===== config.mk =====
export PLATFORM = sky130hd
export DESIGN_NAME = wgt_load_seq
export DESIGN_NICKNAME = d
export VERILOG_FILES = /design/src/rtl/wgt_load_seq.sv
export SDC_FILE = /design/constraint.sdc
export NUM_CORES = 1
export LEC_CHECK = 0
export ABC_CLOCK_PERIOD_IN_PS = 2800
export CORE_ASPECT_RATIO = 1.1
export CORE_MARGIN = 8
export CORE_UTILIZATION = 45
export DETAILED_ROUTE_END_ITERATION = 8
export PLACE_DENSITY = 0.76
export REMOVE_ABC_BUFFERS = 1
export SYNTH_ARGS = -nofsm -noshare
export SYNTH_HDL_FRONTEND = slang
export SYNTH_SLANG_ARGS = --single-unit

===== constraint.sdc =====
create_clock -name clk -period 2.8 [get_ports clk]
set_input_delay 0.28 -clock clk [delete_from_list [all_inputs] [get_ports clk]]
set_output_delay 0.28 -clock clk [all_outputs]
set_load 0.01 [all_outputs]

===== src/rtl/wgt_load_seq.sv =====
// Weight-layer sequencer: streams 16x16 signed weight bytes into the bank memories,
// then fires the layer start and waits for finish. Optional macro: WGT_LOAD_CKSUM_EN.
module wgt_load_seq #(
  parameter int NBANK = 16,
  parameter int DEPTH = 16,
  parameter int AW    = 4,
  parameter int DW    = 8
) (
  input  logic             clk,
  input  logic             xrst,
  input  logic             load,
  input  logic             run,
  input  logic             cfg_valid,
  input  logic [DW-1:0]    cfg_data,
  output logic             cfg_ready,
  output logic [NBANK-1:0] w_we,
  output logic [AW-1:0]    w_waddr,
  output logic [DW-1:0]    w_wdata,
  output logic             layer_start,
  input  logic             layer_finish,
  output logic             busy,
  output logic             wvalid,
  output logic             done,
  output logic             cksum_err,
  output logic [2:0]       state_dbg
);

  // Handshake: a stream byte transfers on a rising edge where cfg_valid & cfg_ready;
  // cfg_ready depends only on state, never on cfg_valid.

  localparam int TOTAL = NBANK * DEPTH;
  localparam int BW    = $clog2(NBANK);
  localparam int CW    = $clog2(TOTAL) + 1;
  localparam logic [CW-1:0]    LAST_W = CW'(TOTAL - 1);
  localparam logic [NBANK-1:0] ONE    = NBANK'(1);

  typedef enum logic [2:0] {
    S_IDLE  = 3'd0,
    S_LOAD  = 3'd1,
    S_READY = 3'd2,
    S_START = 3'd3,
    S_WAIT  = 3'd4
  } state_t;

  state_t        state, state_nx;
  logic [CW-1:0] cnt;
  logic          accept, wbyte, start_load, load_end, load_ok;

  assign accept     = (state == S_LOAD) && cfg_valid;
  assign wbyte      = accept && (cnt <= LAST_W);
  assign start_load = load && ((state == S_IDLE) || (state == S_READY));

`ifdef WGT_LOAD_CKSUM_EN
  logic [15:0]   sum;
  logic [DW-1:0] ck_lo;

  // Two trailing bytes carry the checksum, low byte first.
  assign load_end = accept && (cnt == CW'(TOTAL + 1));
  assign load_ok  = ({cfg_data, ck_lo} == sum);

  always_ff @(posedge clk or negedge xrst) begin
    if (!xrst) begin
      sum       <= '0;
      ck_lo     <= '0;
      cksum_err <= 1'b0;
    end else begin
      if (start_load) sum <= '0;
      else if (wbyte) sum <= sum + {{(16-DW){cfg_data[DW-1]}}, cfg_data};
      if (accept && (cnt == CW'(TOTAL))) ck_lo <= cfg_data;
      if (start_load) cksum_err <= 1'b0;
      else if (load_end && !load_ok) cksum_err <= 1'b1;
    end
  end
`else
  assign load_end  = accept && (cnt == LAST_W);
  assign load_ok   = 1'b1;
  assign cksum_err = 1'b0;
`endif

  always_comb begin
    state_nx = state;
    case (state)
      S_IDLE:  if (load) state_nx = S_LOAD;
      S_LOAD:  if (load_end) state_nx = load_ok ? S_READY : S_IDLE;
      S_READY: begin
        if (load)     state_nx = S_LOAD;
        else if (run) state_nx = S_START;
      end
      S_START: state_nx = S_WAIT;
      S_WAIT:  if (layer_finish) state_nx = S_READY;
      default: state_nx = S_IDLE;
    endcase
  end

  always_ff @(posedge clk or negedge xrst) begin
    if (!xrst) begin
      state <= S_IDLE;
      cnt   <= '0;
    end else begin
      state <= state_nx;
      if (start_load)  cnt <= '0;
      else if (accept) cnt <= cnt + 1'b1;
    end
  end

  // Byte k lands in bank k mod NBANK at row k / NBANK, one cycle after acceptance.
  always_ff @(posedge clk or negedge xrst) begin
    if (!xrst) begin
      w_we    <= '0;
      w_waddr <= '0;
      w_wdata <= '0;
      done    <= 1'b0;
    end else begin
      w_we <= wbyte ? (ONE << cnt[BW-1:0]) : '0;
      if (wbyte) begin
        w_waddr <= cnt[BW+AW-1:BW];
        w_wdata <= cfg_data;
      end
      done <= (state == S_WAIT) && layer_finish;
    end
  end

  assign cfg_ready   = (state == S_LOAD);
  assign layer_start = (state == S_START);
  assign busy        = (state == S_LOAD) || (state == S_START) || (state == S_WAIT);
  assign wvalid      = (state == S_READY) || (state == S_START) || (state == S_WAIT);
  assign state_dbg   = state;

endmodule


=== After elaboration in Yosys (flattened, before gate mapping) ===
Index checks and enable logic that the tools add are counted.

* Bits in registers: 41
* Bits in latches: 0
* RAM bits: 0
* Memory bits (read-only): 0
* Input port bits: 14
* Output and inout port bits: 37
* Word-level logic and storage cells: 40
* Memories kept: 0

* Add/sub/neg operators: 1
* $mul: 0
* Div/mod/pow operators: 0
* Magnitude comparators: 1
* Equality and inequality tests: 9
* Shifts and indexed selects: 1
* Mux-type cells: 9
* Bitwise operators: 0
* Reductions and logical operators: 13

{| class="wikitable"
|+ Operator list
! operator !! number
|-
| 2-to-1 mux 9 bit || 2
|-
| 2-to-1 mux 16 bit || 1
|-
| << shifter 1 x 4 -> 16 bit, first input constant || 1
|-
| 2-to-1 mux 3 bit || 5
|-
| case mux 3 bit (5 select lines) || 1
|-
| adder 9 x 1 -> 9 bit, second input constant || 1
|-
| equality test 9 x 8 -> 1 bit, second input constant || 1
|-
| <= comparator 9 x 8 -> 1 bit, second input constant || 1
|-
| equality test 3 x 2 -> 1 bit, second input constant || 2
|-
| logical AND 1 bit || 5
|-
| logical OR 1 bit || 5
|-
| != test 2 bit, second input constant || 2
|-
| AND reduction 4 bit || 1
|-
| equality test 3 x 1 -> 1 bit, second input constant || 1
|-
| equality test 3 bit, second input constant || 1
|-
| zero test 3 bit || 1
|-
| != test 3 bit, second input constant || 1
|-
| != test 2 x 1 -> 1 bit, second input constant || 1
|-
| nonzero test 2 bit || 1
|}

=== Longest topological paths before layout ===
Gate-level depths: netlist of the first run.

* Depth in word-level cells: 5
* Mapped depth: 8
* Mapped depth without buffers: 7

=== Worst setup path before layout of the first run ===
Ideal clock, no wire load.

* Path kind: reg-to-reg
* From: register cnt[0]
* To: register w_waddr[0]
* Library setup time: 125 ps
* Data arrival time: 1,914 ps
* Required time: 2,675 ps
* Path slack: 761 ps
* Stages on the path, launching flop included: 7
* Buffers on the path: 0
* Cell sequence: dfrtp_1 ha_1 and3_1 and4_1 ha_1 o21ai_2 mux2_2

* Cells in the longest elaborated chain, start to end: 2

{| class="wikitable"
|+ Ends and longest elaborated chain
! item !! RTL line !! RTL
|-
| from (decl) || 46 || <nowiki>logic [CW-1:0] cnt;</nowiki>
|-
| from (signal assigned) || 102 || <nowiki>else if (accept) cnt <= cnt + 1'b1;</nowiki>
|-
| <= comparator 9 x 8 -> 1 bit || 50 || <nowiki>assign wbyte = accept && (cnt <= LAST_W);</nowiki>
|-
| logical AND 1 bit || 50 ||
|-
| to (signal assigned) || 116 || <nowiki>w_waddr <= cnt[BW+AW-1:BW];</nowiki>
|-
| to (decl) || 17 || <nowiki>output logic [AW-1:0] w_waddr,</nowiki>
|}

Every way passes these cells.
A chain may end at the register's enable or synchronous reset.

=== Final worst setup path of the first run ===
* From: register cnt[0]
* To: register w_wdata[6]

* Cells in the longest elaborated chain, start to end: 2

{| class="wikitable"
|+ Ends and longest elaborated chain
! item !! RTL line !! RTL
|-
| <= comparator 9 x 8 -> 1 bit || 50 ||
|-
| logical AND 1 bit || 50 ||
|-
| to (signal assigned) || 117 || <nowiki>w_wdata <= cfg_data;</nowiki>
|-
| to (decl) || 18 || <nowiki>output logic [DW-1:0] w_wdata,</nowiki>
|}

Every way passes these cells.

==> reports/results.tsv, run 1 <==
stage	metric	value	unit
finish	diode insertion count for antenna repair	0	
sta	slew at the pin closest to its max-slew limit	0.863	ns
setup_path	worst setup path class	reg2reg	
setup_path	R2R Path Start	cnt[0]	
sta	setup repair after global routing missed its margin	no	
pwr	leakage power	0.00114	uW
setup_path	signal arrival time at the worst endpoint	2.65	ns
floorplanning	standard-cell row count	24	
sta	final period demand of the worst path	2.48	ns
finish	fraction of layout instances using a drive strength above 1	0.127	
grt	total routing resource utilization after global routing	0.125	
setup_path	WP data required	2.97	ns
pwr	combinational fraction of design power	0.362	
synth	area share of the leading cell type in the synthesized netlist	0.566	
sta	final-layout setup total negative slack	0	ns
synth	biggest area consumer among synthesized cells	dfrtp_1	
clock_network	number of gates given a new drive strength after cts	0	
synth	mean instance size in the synthesized netlist	12.3	um^2
floorplanning	Die Wd	76.5	um
synth	sequential fraction of the synthesis area	0.566	
placed_design	area post-placement	2310	um^2
clock_network	Post CTS Setup Buffer Count	0	
placed_design	post-detail-place hpwl	2820	um
synth	biggest area contributors in the synthesized netlist	dfrtp_1 57%, mux2_4 6.6%, ha_1 4.8%, and3_1 4.5%, nor2_1 2.7%	
clock_network	clk sinks	41	
route	total via count after detailed routing	1234	
grt	via count of the first global-routing pass	1329	
route	remaining antenna violation count after routing	0	
pwr	clock share of power	0.195	
route	drt wl/cell	14.7	um
route	number of iterations in the first detailed-routing pass	5	
floorplanning	placeable core area	3900	um^2
grt	global-route wire length before repair	6320	um
finish	Area Overhead vs Synth	32.2	%
clock_network	Root Buffer Master	clkbuf_8	
sta	Max-Slew Margin vs Limit	0.424	
route	vias per std cell	4.96	
synth	gate count after technology mapping	147	
finish	nets	217	
finish	number of standard cells in the final layout excluding fillers	249	
sta	Fin. Hold Viols	0	
setup_path	element type at the critical path start	flip-flop	
pwr	Int Pwr	1260	uW
finish	Layout Cell Area excl Fill	2400	um^2
clock_network	total clock buffers created by CTS	5	
clock_network	maximum number of buffers from clock root to sink	2	
placed_design	instance count after placement with tap cells included	241	
synth	register bit total from synthesis	41	
status	status	finished clean	
run	Max Cap Viol	0	
floorplanning	Initial Utilization	0.464	
grt	largest net degree at the start of global routing	42	
route	post-detailed-routing wire length	3670	um
sta	pins over their slew limit	0	
sta	Setup-failing EPs final	0	
pwr	Worst VDD drop	0.373	mV
grt	Congestion Overflow GR	0	
floorplanning	top-level I/O count	51	
placed_design	port bufs	49	
route	Post-route DRC	0	
clock_network	hold bufs inserted after CTS	0	
clock_network	clock transition at the register clock pins on the worst setup and hold paths after CTS	0.07	ns
pwr	net switching power	586	uW
hold_path	path category of the worst min-delay check	in2async	
floorplanning	area of the die	6320	um^2
pwr	Power Density	769	nW/um^2
synth	count of synthesis-stage warnings from yosys	0	
clock_network	clock latency of the later-clocked register in the worst-skew pair	0.29	ns
sta	worst-case clock skew	0.00511	ns
synth	Post-Syn Area	1810	um^2
setup_path	highest net fanout along the worst path	19	
pwr	sw frac	0.318	
clock_network	# H-tree levels	2	
grt	number of antenna violations at the first check in global routing	0	
clock_network	clock tree from TritonCTS	built	
setup_path	Critical Path Start	cnt[0]	
pwr	Reg power frac	0.444	
sta	fmax	403	MHz
synth	number of distinct standard cells referenced by the synthesized netlist	35	
placed_design	Placer Congestion	0.808	
floorplanning	die height	82.6	um
setup_path	sort of element at the end of the critical path	flip-flop	
sta	share of the cycle needed by the critical path after routing	0.887	
route	initial DRC count	44	
[sequential cells by signal (all words and copies together), names as in the netlist]
signal / flops
w_waddr: 4
w_we: 16
state_dbg: 3
cnt: 9
w_wdata: 8
done: 1
[power groups by stage]
stage	Sequential (uW)	Clock, uW	Combinational, uW
after floorplan	848	0	338
after global placement	821	0	652
after detailed placement	830	0	672
after CTS	819	375	677
after global routing	842	400	733
final	818	359	666
[stage by stage]
stage	hold WS [ns]	setup slack [ns]	power, uW	utilization
2_1_floorplan	-0.0156	0.665	1190	-
3_3_place_gp	0.433	0.473	1470	0.593
3_5_place_dp	0.447	0.343	1500	0.593
4_1_cts	0.132	0.324	1870	0.614
5_1_grt	0.171	0.128	1980	0.614
6_report	0.103	0.317	1840	0.614
[final timing paths]
kind,to,slack (ns),cells past startpoint
worst max-delay path,w_wdata[6],0.32,6
worst min-delay path,w_we[9],0.10,1
worst max register to register,w_wdata[6],0.32,6
worst min register to register,w_waddr[3],0.52,1
max in group asynchronous,w_we[6],2.15,1
min in group clk,w_waddr[3],0.52,1
[layout make-up]
cell class / count / area [um^2]
clock buffers: 6 / 72.6
repair buffers: 50 / 493
multi-input cells: 93 / 711
well taps: 52 / 65.1
flip-flops and latches: 41 / 1030
fillers: 315 / 1510
inverters: 5 / 18.8
clock inverters: 2 / 10.0
[synth_stat cells (all sizes together)]
cell,number
and4,2
xor2,4
nand2b,2
nor3b,4
dfrtp,41
and3,13
conb,1
nor2b,2
nor2,13
clkbuf,3
nand3,1
o21ai,2
inv,5
and4bb,1
a211oi,1
a32oi,1
and2b,1
buf,5
o21a,1
and2,2
mux2,12
nand4,3
o21bai,1
a21oi,5
ha,7
nor4b,3
xnor2,1
a41oi,1
nand2,8
o22ai,1
[cells by family after synthesis]
group,count (synthesis),share of synthesized area
and+or+nand+nor,55,0.175
adders and majority gates,7,0.0483
DFF,41,0.566
AOI/OAI and AO/OA,13,0.0511
xor gates and xnor gates,5,0.0242
other,1,0.00207
muxes,12,0.0911
buffers and inverters,13,0.0421
[critical path, cell delays in order (launching register included)]
cell	delay [ns]
dfrtp_1	0.44
ha_1	0.23
and3_1	0.24
and4_1	0.21
ha_1	0.24
o21a_1	0.65
mux2_4	0.36
[layout by cell type (no fill, tap or decap)]
cell type,n
a21oi_1,5
inv_1,5
nand2b_1,2
a41oi_2,1
a32oi_1,1
o22ai_1,1
a211oi_1,1
mux2_2,4
buf_2,1
nand3_1,1
o21ai_2,1
xor2_1,4
o21bai_1,1
o21ai_0,1
clkdlybuf4s50_1,48
xnor2_1,1
dfrtp_1,41
nor4b_1,3
nor3b_1,4
clkinv_2,2
and4_4,1
clkbuf_1,1
and2b_1,1
and3_1,13
o21a_1,1
clkbuf_8,5
and4bb_2,1
and4_1,1
nor2_1,13
and2_1,2
buf_4,1
nand4_1,3
mux2_4,8
conb_1,1
ha_1,7
nand2_1,8
nor2b_1,2
[routing by layer]
metal / share of wire / GRT usage
met2: 0.47 / 0.204
met4: 0.013 / 0.0462
met1: 0.42 / 0.137
met5: 0 / 0
met3: 0.095 / 0.0693
Power figures use the tool's default switching activity.
==> inputs of run 2 (changes only) <==
RECOVER_POWER = 25   (was default)
SKIP_LAST_GASP = 1   (was default)
==> run 2 against run 1 <==
The run now ends with max-capacitance violations, max-slew violations left. Utilization about the same. Sequential power about the same. Design area about the same. Die area unchanged. Combinational power about the same. Via count unchanged.
==> reports/results.tsv, run 2 (synthesis results as in run 1) <==
stage	metric	value	unit	change
placed_design	instance count after placement with tap cells included	241		unchanged
floorplanning	top-level I/O count	51		unchanged
finish	diode insertion count for antenna repair	0		unchanged
floorplanning	placeable core area	3900	um^2	unchanged
hold_path	path category of the worst min-delay check	reg2reg		was in2async
placed_design	Placer Congestion	0.808		unchanged
clock_network	clock tree from TritonCTS	built		unchanged
sta	Fin. Hold Viols	0		unchanged
sta	worst hold-check slack	0.515	ns	was 0.103 ns
sta	final period demand of the worst path	2.48	ns	about the same
clock_network	clock latency of the later-clocked register in the worst-skew pair	0.29	ns	about the same
pwr	final total power	1840	uW	about the same
finish	sequential cell area in the final layout	1030	um^2	unchanged
finish	multi-input combinational cell area	711	um^2	unchanged
sta	setup repair after global routing missed its margin	no		unchanged
route	total via count after detailed routing	1234		unchanged
route	drt wl/cell	14.7	um	about the same
sta	fmax	403	MHz	about the same
floorplanning	standard-cell row count	24		unchanged
setup_path	r2r worst-path depth	6		unchanged
finish	most frequent standard cell in the layout excluding fill and tap cells	clkdlybuf4s50_1		unchanged
pwr	sw frac	0.318		about the same
grt	global-route wire length before repair	6320	um	unchanged
finish	Fill cells	314		was 315
pwr	Power Density	769	nW/um^2	about the same
grt	largest net degree at the start of global routing	42		unchanged
route	Post-route DRC	0		unchanged
setup_path	endpoint of the worst-slack reg-to-reg timing path	w_wdata[6]		unchanged
grt	Congestion Overflow GR	0		unchanged
placed_design	post-detail-place hpwl	2820	um	unchanged
hold_path	end of the worst hold path	w_waddr[3]		
sta	slew at the pin closest to its max-slew limit	2.07	ns	was 0.863 ns
hold_path	instance count along the most critical hold path	1		
finish	number of standard cells in the final layout excluding fillers	249		unchanged
finish	nets	217		unchanged
sta	worst-case clock skew	0.00511	ns	unchanged
grt	via count of the first global-routing pass	1329		unchanged
route	number of iterations in the first detailed-routing pass	5		unchanged
sta	pins over their slew limit	42		was 0
pwr	Int Pwr	1260	uW	about the same
clock_network	hold bufs inserted after CTS	0		unchanged
clock_network	clk sinks	41		unchanged
pwr	combinational fraction of design power	0.361		was 0.362
setup_path	worst setup path class	reg2reg		unchanged
grt	number of antenna violations at the first check in global routing	0		unchanged
setup_path	highest net fanout along the worst path	19		unchanged
pwr	Worst VDD drop	0.373	mV	about the same
status	failing checks	max-capacitance violations, max-slew violations		
pwr	Reg power frac	0.444		about the same
placed_design	port bufs	49		unchanged
clock_network	Root Buffer Master	clkbuf_8		unchanged
setup_path	sort of element at the end of the critical path	flip-flop		unchanged
clock_network	number of gates given a new drive strength after cts	0		unchanged
pwr	leakage power	0.00114	uW	about the same
route	initial DRC count	44		unchanged
route	post-detailed-routing wire length	3670	um	about the same
sta	Setup-failing EPs final	0		unchanged
floorplanning	Die Wd	76.5	um	unchanged
pwr	net switching power	586	uW	about the same
finish	fraction of layout instances using a drive strength above 1	0.122		was 0.127
run	Max Cap Viol	1		was 0
pwr	clock share of power	0.195		about the same
finish	biggest registers after layout	w_we x16, cnt x9, w_wdata x8		unchanged
floorplanning	die height	82.6	um	unchanged
clock_network	clock transition at the register clock pins on the worst setup and hold paths after CTS	0.07	ns	about the same
setup_path	WP data required	2.97	ns	about the same
sta	share of the cycle needed by the critical path after routing	0.887		about the same
clock_network	# H-tree levels	2		unchanged
clock_network	Post CTS Setup Buffer Count	0		unchanged
finish	commonest cells after routing, fill and taps aside	48 x clkdlybuf4s50_1, 41 x dfrtp_1, 13 x and3_1, 13 x nor2_1		unchanged
status	status	complete, but fails checks		was finished clean
floorplanning	Initial Utilization	0.464		unchanged
grt	total routing resource utilization after global routing	0.125		unchanged
setup_path	element type at the critical path start	flip-flop		unchanged
hold_path	beginning of the worst hold path	w_waddr[3]		
clock_network	maximum number of buffers from clock root to sink	2		unchanged
sta	final-layout setup total negative slack	0	ns	unchanged
route	vias per std cell	4.96		unchanged
route	remaining antenna violation count after routing	0		unchanged
setup_path	R2R Path Start	cnt[0]		unchanged
sta	Max-Slew Margin vs Limit	-0.382		was 0.424
floorplanning	area of the die	6320	um^2	unchanged
finish	Area Overhead vs Synth	32.1	%	was 32.2%
setup_path	signal arrival time at the worst endpoint	2.65	ns	about the same
finish	Largest register FFs	16		unchanged
clock_network	total clock buffers created by CTS	5		unchanged
setup_path	reg2reg setup slack	0.32	ns	about the same
finish	register ranked first by flip-flop count	w_we		unchanged
[run 2: changes by cell type in the layout (fill, tap and decap cells not counted)]
cell      before  now
clkbuf_1       1    2
buf_2          1    0
[run 2: power by group through the flow]
stage | logic (uW) | registers [uW] | clock network (uW)
global route | 733 | 842 | 400
floorplan | 338 | 848 | 0
detailed placement | 672 | 830 | 0
global placement | 652 | 821 | 0
CTS | 677 | 819 | 375
finish | 666 | 818 | 359
[run 2: layer usage]
layer  routed length (um)  track usage  part of all wire  vias up
met5                    0            0                 0        -
met4                   48       0.0462             0.013        0
met3                  348       0.0693             0.095        6
met2                 1720        0.204              0.47       47
met1                 1550        0.137              0.42      582
li1                     -            -                 -      599
[run 2: critical path: stages, from the launching register on]
cell and delay (ns):
dfrtp_1 0.44, ha_1 0.23, and3_1 0.24, and4_1 0.21, ha_1 0.24, o21a_1 0.65
mux2_4 0.36
[run 2: worst max path at each step]
stage                       from          to  depth (start not counted)
after global routing      cnt[0]  w_wdata[6]                          6
after detailed placement  cnt[0]  w_wdata[6]                          6
after floorplan           cnt[0]  w_wdata[0]                          6
final                     cnt[0]  w_wdata[6]                          6
after CTS                 cnt[0]  w_wdata[6]                          6
after global placement    cnt[0]  w_wdata[5]                          6
[run 2: final cells by class]
class                      count  share of cell area
timing repair buffer          50               0.205
inverter                       5             0.00784
tap                           52              0.0272
sequential                    41               0.428
clock buffer                   6              0.0303
multi-input combinational     93               0.297
clock inverter                 2             0.00418
[run 2: through the flow]
stage               worst slack (ns)   util  area (um^2)
floorplan                      0.665      -         1760
global placement               0.473  0.593         2310
detailed placement             0.343  0.593         2310
CTS                            0.324  0.614         2400
global route                   0.128  0.613         2390
finish                         0.317  0.613         2390
==> inputs of run 3 (changes only) <==
ABC_CLOCK_PERIOD_IN_PS = default   (was 2800)
CAP_MARGIN = 20   (was default)
==> results of run 3 <==
Final layout, timing and power as in run 2 (identical DEF).
